**src/rtl/ps2_pkg.sv**
```systemverilog
// Shared types and constants for the PS/2 byte receiver.
// States, frame geometry and the default abort timeout.
package ps2_pkg;

   typedef enum logic [1:0] {
      IDLE,
      DATA,
      PARITY,
      STOP
   } rx_state_t;

   localparam int PS2_DATA_BITS       = 8;
   localparam int PS2_TIMEOUT_DEFAULT = 20000;

endpackage

```
**src/rtl/ps2_sync_edge.sv**
```systemverilog
// Two-flop synchronizer for a raw PS/2 line plus a registered
// one-cycle strobe on each synchronized high-to-low transition.
module ps2_sync_edge (
   input  logic clk,
   input  logic reset,
   input  logic pin_in,
   output logic fall
);

   logic s1_q, s1_d;
   logic s2_q, s2_d;
   logic s3_q, s3_d;
   logic fall_q, fall_d;

   // next values: shift the line through, flag 1->0 on the clean stages
   always_comb begin
      s1_d   = pin_in;
      s2_d   = s1_q;
      s3_d   = s2_q;
      fall_d = s3_q & ~s2_q;
   end

   // registers; reset to the bus-idle level so no false edge appears
   always_ff @(posedge clk) begin
      if (reset) begin
         s1_q   <= 1'b1;
         s2_q   <= 1'b1;
         s3_q   <= 1'b1;
         fall_q <= 1'b0;
      end else begin
         s1_q   <= s1_d;
         s2_q   <= s2_d;
         s3_q   <= s3_d;
         fall_q <= fall_d;
      end
   end

   assign fall = fall_q;

endmodule

```
**src/rtl/ps2_byte_rx.sv**
```systemverilog
// PS/2 device-to-host byte receiver: start, 8 data bits LSB first,
// odd parity, stop; registered result strobes and an inactivity abort.
module ps2_byte_rx
   import ps2_pkg::*;
#(
   parameter int TIMEOUT_CYCLES = PS2_TIMEOUT_DEFAULT
) (
   input  logic       clk,
   input  logic       reset,
   input  logic       ps2_clk,
   input  logic       ps2_data,
   output logic [7:0] byte_out,
   output logic       byte_valid,
   output logic       parity_err,
   output logic       frame_err,
   output logic       busy
);

   localparam int CW = $clog2(TIMEOUT_CYCLES + 1);
   localparam logic [CW-1:0] TMO = CW'(TIMEOUT_CYCLES);
   localparam logic [2:0] LAST_BIT = 3'(PS2_DATA_BITS - 1);

   logic fall;

   ps2_sync_edge u_clk_sync (
      .clk   (clk),
      .reset (reset),
      .pin_in(ps2_clk),
      .fall  (fall)
   );

   rx_state_t     state_q, state_d;
   logic [2:0]    cnt_q, cnt_d;
   logic [CW-1:0] tmo_q, tmo_d;
   logic [7:0]    shift_q, shift_d;
   logic          par_ok_q, par_ok_d;
   logic [7:0]    byte_q, byte_d;
   logic          valid_q, valid_d;
   logic          perr_q, perr_d;
   logic          ferr_q, ferr_d;
   logic          busy_q, busy_d;
   logic          d1_q, d1_d;
   logic          d2_q, d2_d;
   logic          expired;

   // frame sequencing, sampling data only on clock-line fall strobes
   always_comb begin
      state_d  = state_q;
      cnt_d    = cnt_q;
      shift_d  = shift_q;
      par_ok_d = par_ok_q;
      byte_d   = byte_q;
      valid_d  = 1'b0;
      perr_d   = 1'b0;
      ferr_d   = 1'b0;
      d1_d     = ps2_data;
      d2_d     = d1_q;
      expired  = (state_q != IDLE) && (tmo_q == TMO);

      if (state_q == IDLE || fall) begin
         tmo_d = '0;
      end else begin
         tmo_d = tmo_q + CW'(1);
      end

      if (fall) begin
         case (state_q)
            IDLE: begin
               if (!d2_q) begin
                  state_d = DATA;
                  cnt_d   = 3'd0;
                  shift_d = 8'h00;
               end
            end
            DATA: begin
               shift_d = {d2_q, shift_q[7:1]};
               cnt_d   = cnt_q + 3'd1;
               if (cnt_q == LAST_BIT) begin
                  state_d = PARITY;
               end
            end
            PARITY: begin
               par_ok_d = (^shift_q) ^ d2_q;
               state_d  = STOP;
            end
            STOP: begin
               state_d = IDLE;
               if (!d2_q) begin
                  ferr_d = 1'b1;
               end else if (par_ok_q) begin
                  valid_d = 1'b1;
                  byte_d  = shift_q;
               end else begin
                  perr_d = 1'b1;
               end
            end
            default: state_d = IDLE;
         endcase
      end else if (expired) begin
         state_d = IDLE;
         cnt_d   = 3'd0;
         ferr_d  = 1'b1;
      end

      busy_d = (state_d != IDLE);
   end

   // state and output registers with synchronous reset
   always_ff @(posedge clk) begin
      if (reset) begin
         state_q  <= IDLE;
         cnt_q    <= 3'd0;
         tmo_q    <= '0;
         shift_q  <= 8'h00;
         par_ok_q <= 1'b0;
         byte_q   <= 8'h00;
         valid_q  <= 1'b0;
         perr_q   <= 1'b0;
         ferr_q   <= 1'b0;
         busy_q   <= 1'b0;
         d1_q     <= 1'b1;
         d2_q     <= 1'b1;
      end else begin
         state_q  <= state_d;
         cnt_q    <= cnt_d;
         tmo_q    <= tmo_d;
         shift_q  <= shift_d;
         par_ok_q <= par_ok_d;
         byte_q   <= byte_d;
         valid_q  <= valid_d;
         perr_q   <= perr_d;
         ferr_q   <= ferr_d;
         busy_q   <= busy_d;
         d1_q     <= d1_d;
         d2_q     <= d2_d;
      end
   end

   assign byte_out   = byte_q;
   assign byte_valid = valid_q;
   assign parity_err = perr_q;
   assign frame_err  = ferr_q;
   assign busy       = busy_q;

endmodule
```
**config.mk**
```make
export PLATFORM = sky130hd
export DESIGN_NAME = ps2_byte_rx
export DESIGN_NICKNAME = d
export VERILOG_FILES = /design/src/rtl/ps2_pkg.sv /design/src/rtl/ps2_sync_edge.sv /design/src/rtl/ps2_byte_rx.sv
export SDC_FILE = /design/constraint.sdc
export NUM_CORES = 1
export LEC_CHECK = 0
export CAP_MARGIN = 20
export CORE_ASPECT_RATIO = 0.5
export CORE_MARGIN = 2
export CORE_UTILIZATION = 48
export DETAILED_ROUTE_END_ITERATION = 8
export PLACE_DENSITY = 0.8
export SLEW_MARGIN = 20
export SYNTH_ARGS = -nofsm -noshare
export SYNTH_HDL_FRONTEND = slang
export SYNTH_SLANG_ARGS = --single-unit
```
**constraint.sdc**
```tcl
create_clock -name clk -period 2.9 [get_ports clk]
set_clock_uncertainty 0.1 [all_clocks]
set_input_delay 0.58 -clock clk [delete_from_list [all_inputs] [get_ports clk]]
set_output_delay 0.58 -clock clk [all_outputs]
set_load 0.005 [all_outputs]
```
==> reports/qor.txt <==
Clk Tree Root Cell: clkbuf_8
FF+latch count, synth: 47
Die X: 93.7 µm
Vias in the first global route: 1456
Max clock buf depth: 2
Compound-cell area share of the yosys netlist: 8.69%
Fin nets: 228
Fill count: 358
# diodes: 0
Port Buf Inserts: 15
Worst setup path startpoint: tmo_q[0]
Max cap viols: 0
Maximum vdd ir drop: 0.191 mV
DRC Markers: 0
Layout area overhead: 14.1%
WL/cell: 12.8 µm
Top Layer Used: met4
Clock Pin Slew Worst Setup and Hold Paths: 0.08 ns
Post-synthesis mux area share: 4.15%
Status: finished clean
CP Capture Type: flop
Final period utilization: 76.8%
Xor/xnor cell area share of the yosys netlist: 8.88%
Slew headroom: 44.1%
Drt initial violations: 45
WP data arrival: 2.31 ns
Largest family of logic cells by synthesized area: simple AND/OR/NAND/NOR gates
Core area: 3880 µm²
Detail Route Antenna Nets: 0
Post-CTS sizing: 0
Most area-consuming cells after synthesis: dfxtp_1 (49%), nor2_1 (7.0%), xnor2_1 (5.4%)
Average size of a mapped cell: 9.32 µm²
Syn nets: 215
Worst-margin pin slew: 0.833 ns
Initial Util: 49.7%
Pins Over Slew Limit: 0
Simple-Gate Fraction of Synth Area: 23.6%
Yosys warnings: 0
Max H-tree Level: 2
Detailed placer's ending HPWL: 2410 µm
Met3 wire length: 95 µm
P per Cell Area: 479 nW/µm²
Initial antenna violation count: 0
Total CTS buffers: 5
Min Tclk post-route: 2.23 ns
CTS hold repair buffers: 0
Fmax: 0.449 GHz
Hold path start: u_clk_sync.s3_q
# clock sinks: 47
Worst Hold End: u_clk_sync.fall
Post-synth top area share: 48.8%
Final setup vio count: 0
Global Route Usage Sum: 17.0%
Distinct cells, synth: 30
Seq/Total Area, Yosys: 48.8%
Maximum number of pins on one net before global-route repair: 33
Drt pass-1 iters: 4
Number of I/O pins: 16
Final hold violation count: 0
Detailed Route WL: 3520 µm
CP Max Fanout: 6
Mapped Cells: 207
Startpoint Class: flop
Mapped Area: 1930 µm²
Setup TNS: 0 ns
Hold/Removal Path Class: reg2reg
M1 WL: 1590 µm
Top_reg_cell synth: dfxtp_1
Adder-Cell Fraction of Synth Area: 2.59%
Yosys top cell by area: dfxtp_1
Routability cong.: 0.745
RSZ-0062 raised after global routing: no
Clk Latency, worst-skew pair: 0.30 ns
Setup bufs post-CTS: 0
R2R Path Start: tmo_q[0]
Die ar.: 4570 µm²
CP required: 2.99 ns
Layout cell share with drive strength beyond 1: 7.69%
Post-synth EDFFs: 0
Commonest cells in the netlist: dfxtp_1 (47), nor2_1 (36), xnor2_1 (12), nand2_1 (11), clkbuf_1 (10)
TritonCTS clock tree: built
Die H: 48.8 µm
Worst reg2reg path depth: 6
Ys async rst share: 0%
Hold Path Depth: 2
Crit Path Category: reg2reg
Hold WS: 0.317 ns
Site row count: 16
Count leader, synth: dfxtp_1
GR Overflow Total: 0
DR vias: 1484
Vias per inst: 5.40
First-pass GRT wire length: 6180 µm
FF-to-FF End: cnt_q[2]
Setup slack, reg-to-reg: 0.67 ns
Met2 routed WL: 1760 µm
Lkg Pwr: 0.000819 µW
## worst max path at each step
stage	endpoint	slack [ns]	depth (start not counted)
after floorplan	cnt_q[1]	0.78	6
after global placement	cnt_q[1]	0.74	6
after detailed placement	cnt_q[2]	0.69	6
after CTS	cnt_q[1]	0.65	6
after global routing	cnt_q[2]	0.53	6
final	cnt_q[2]	0.67	6
## power by group
group / switching [µW] / total (µW) / leakage, µW / internal (µW)
logic: 9.63 / 18.6 / 0.000398 / 8.98
clock network: 217 / 385 / 0.0000412 / 169
registers: 3.04 / 651 / 0.000380 / 648
total: 229 / 1060 / 0.000819 / 826
## sequential cells by signal, summed over array words and instances, names as in the netlist
name	count
d2_q	1
cnt_q	3
state_q	2
par_ok_q	1
byte_valid	1
parity_err	1
u_clk_sync.s2_q	1
busy	1
d1_q	1
byte_out	8
tmo_q	15
u_clk_sync.fall	1
u_clk_sync.s1_q	1
frame_err	1
shift_q	8
u_clk_sync.s3_q	1
## layout make-up
class | count | area, µm² | area share [%]
Clock buffer | 6 | 72.6 | 3.30
Sequential cell | 47 | 941 | 42.7
Multi-Input combinational cell | 143 | 925 | 42.0
Inverter | 7 | 26.3 | 1.19
Clock inverter | 2 | 12.5 | 0.568
Timing Repair Buffer | 16 | 158 | 7.16
Tap cell | 54 | 67.6 | 3.07
## metrics by stage
stage          area (µm²)  worst slack, ns  instances  util (%)  total power (µW)
6_report             2200            0.674        275      56.7              1060
4_1_cts              2200            0.655        275      56.7              1060
5_1_grt              2200            0.532        275      56.7              1090
3_5_place_dp         2120            0.687        267      54.5               685
2_1_floorplan        1930            0.784        207         -               677
3_3_place_gp         2120            0.739        267      54.5               685
## metal layers
| layer | GRT usage [%] | vias up |
|---|---|---|
| met4 | 7.97 | 0 |
| met3 | 4.17 | 8 |
| met5 | 0 | - |
| met1 | 18.4 | 725 |
| met2 | 31.5 | 20 |
| li1 | - | 731 |
## placed cells by master (no fill, tap or decap), types with 2 or more instances in the layout
master / Yosys / routed
a22oi_1: 8 / 8
mux2i_1: 8 / 8
dfxtp_1: 47 / 47
xor2_1: 5 / 5
a21oi_1: 6 / 6
or2_2: 5 / 5
or4b_4: 2 / 2
ha_1: 4 / 4
clkdlybuf4s50_1: 0 / 15
nor3_1: 4 / 4
o311ai_1: 2 / 2
nand4_1: 2 / 2
and3_1: 4 / 4
xnor2_1: 12 / 12
nand3b_1: 5 / 5
o21ai_0: 4 / 3
nor2_1: 36 / 36
nand2_1: 11 / 11
nand3_1: 8 / 8
nor4_1: 6 / 6
clkbuf_8: 0 / 5
or3_1: 3 / 3
inv_1: 7 / 7
## critical path: stages (launching register included)
cell	delay [ns]
dfxtp_1	0.36
inv_1	0.07
ha_1	0.13
or4bb_1	0.49
or4_4	0.56
o311ai_1	0.29
a21oi_1	0.10
## logic make-up (layout without fill, tap and decap cells)
family	after synthesis	after routing
compound gates	24	24
xor+xnor	18	18
fa+ha+maj	4	4
buf+inv	17	31
flops	47	47
mux	8	8
simple gates	89	89
(Power assumes the default switching activity.)
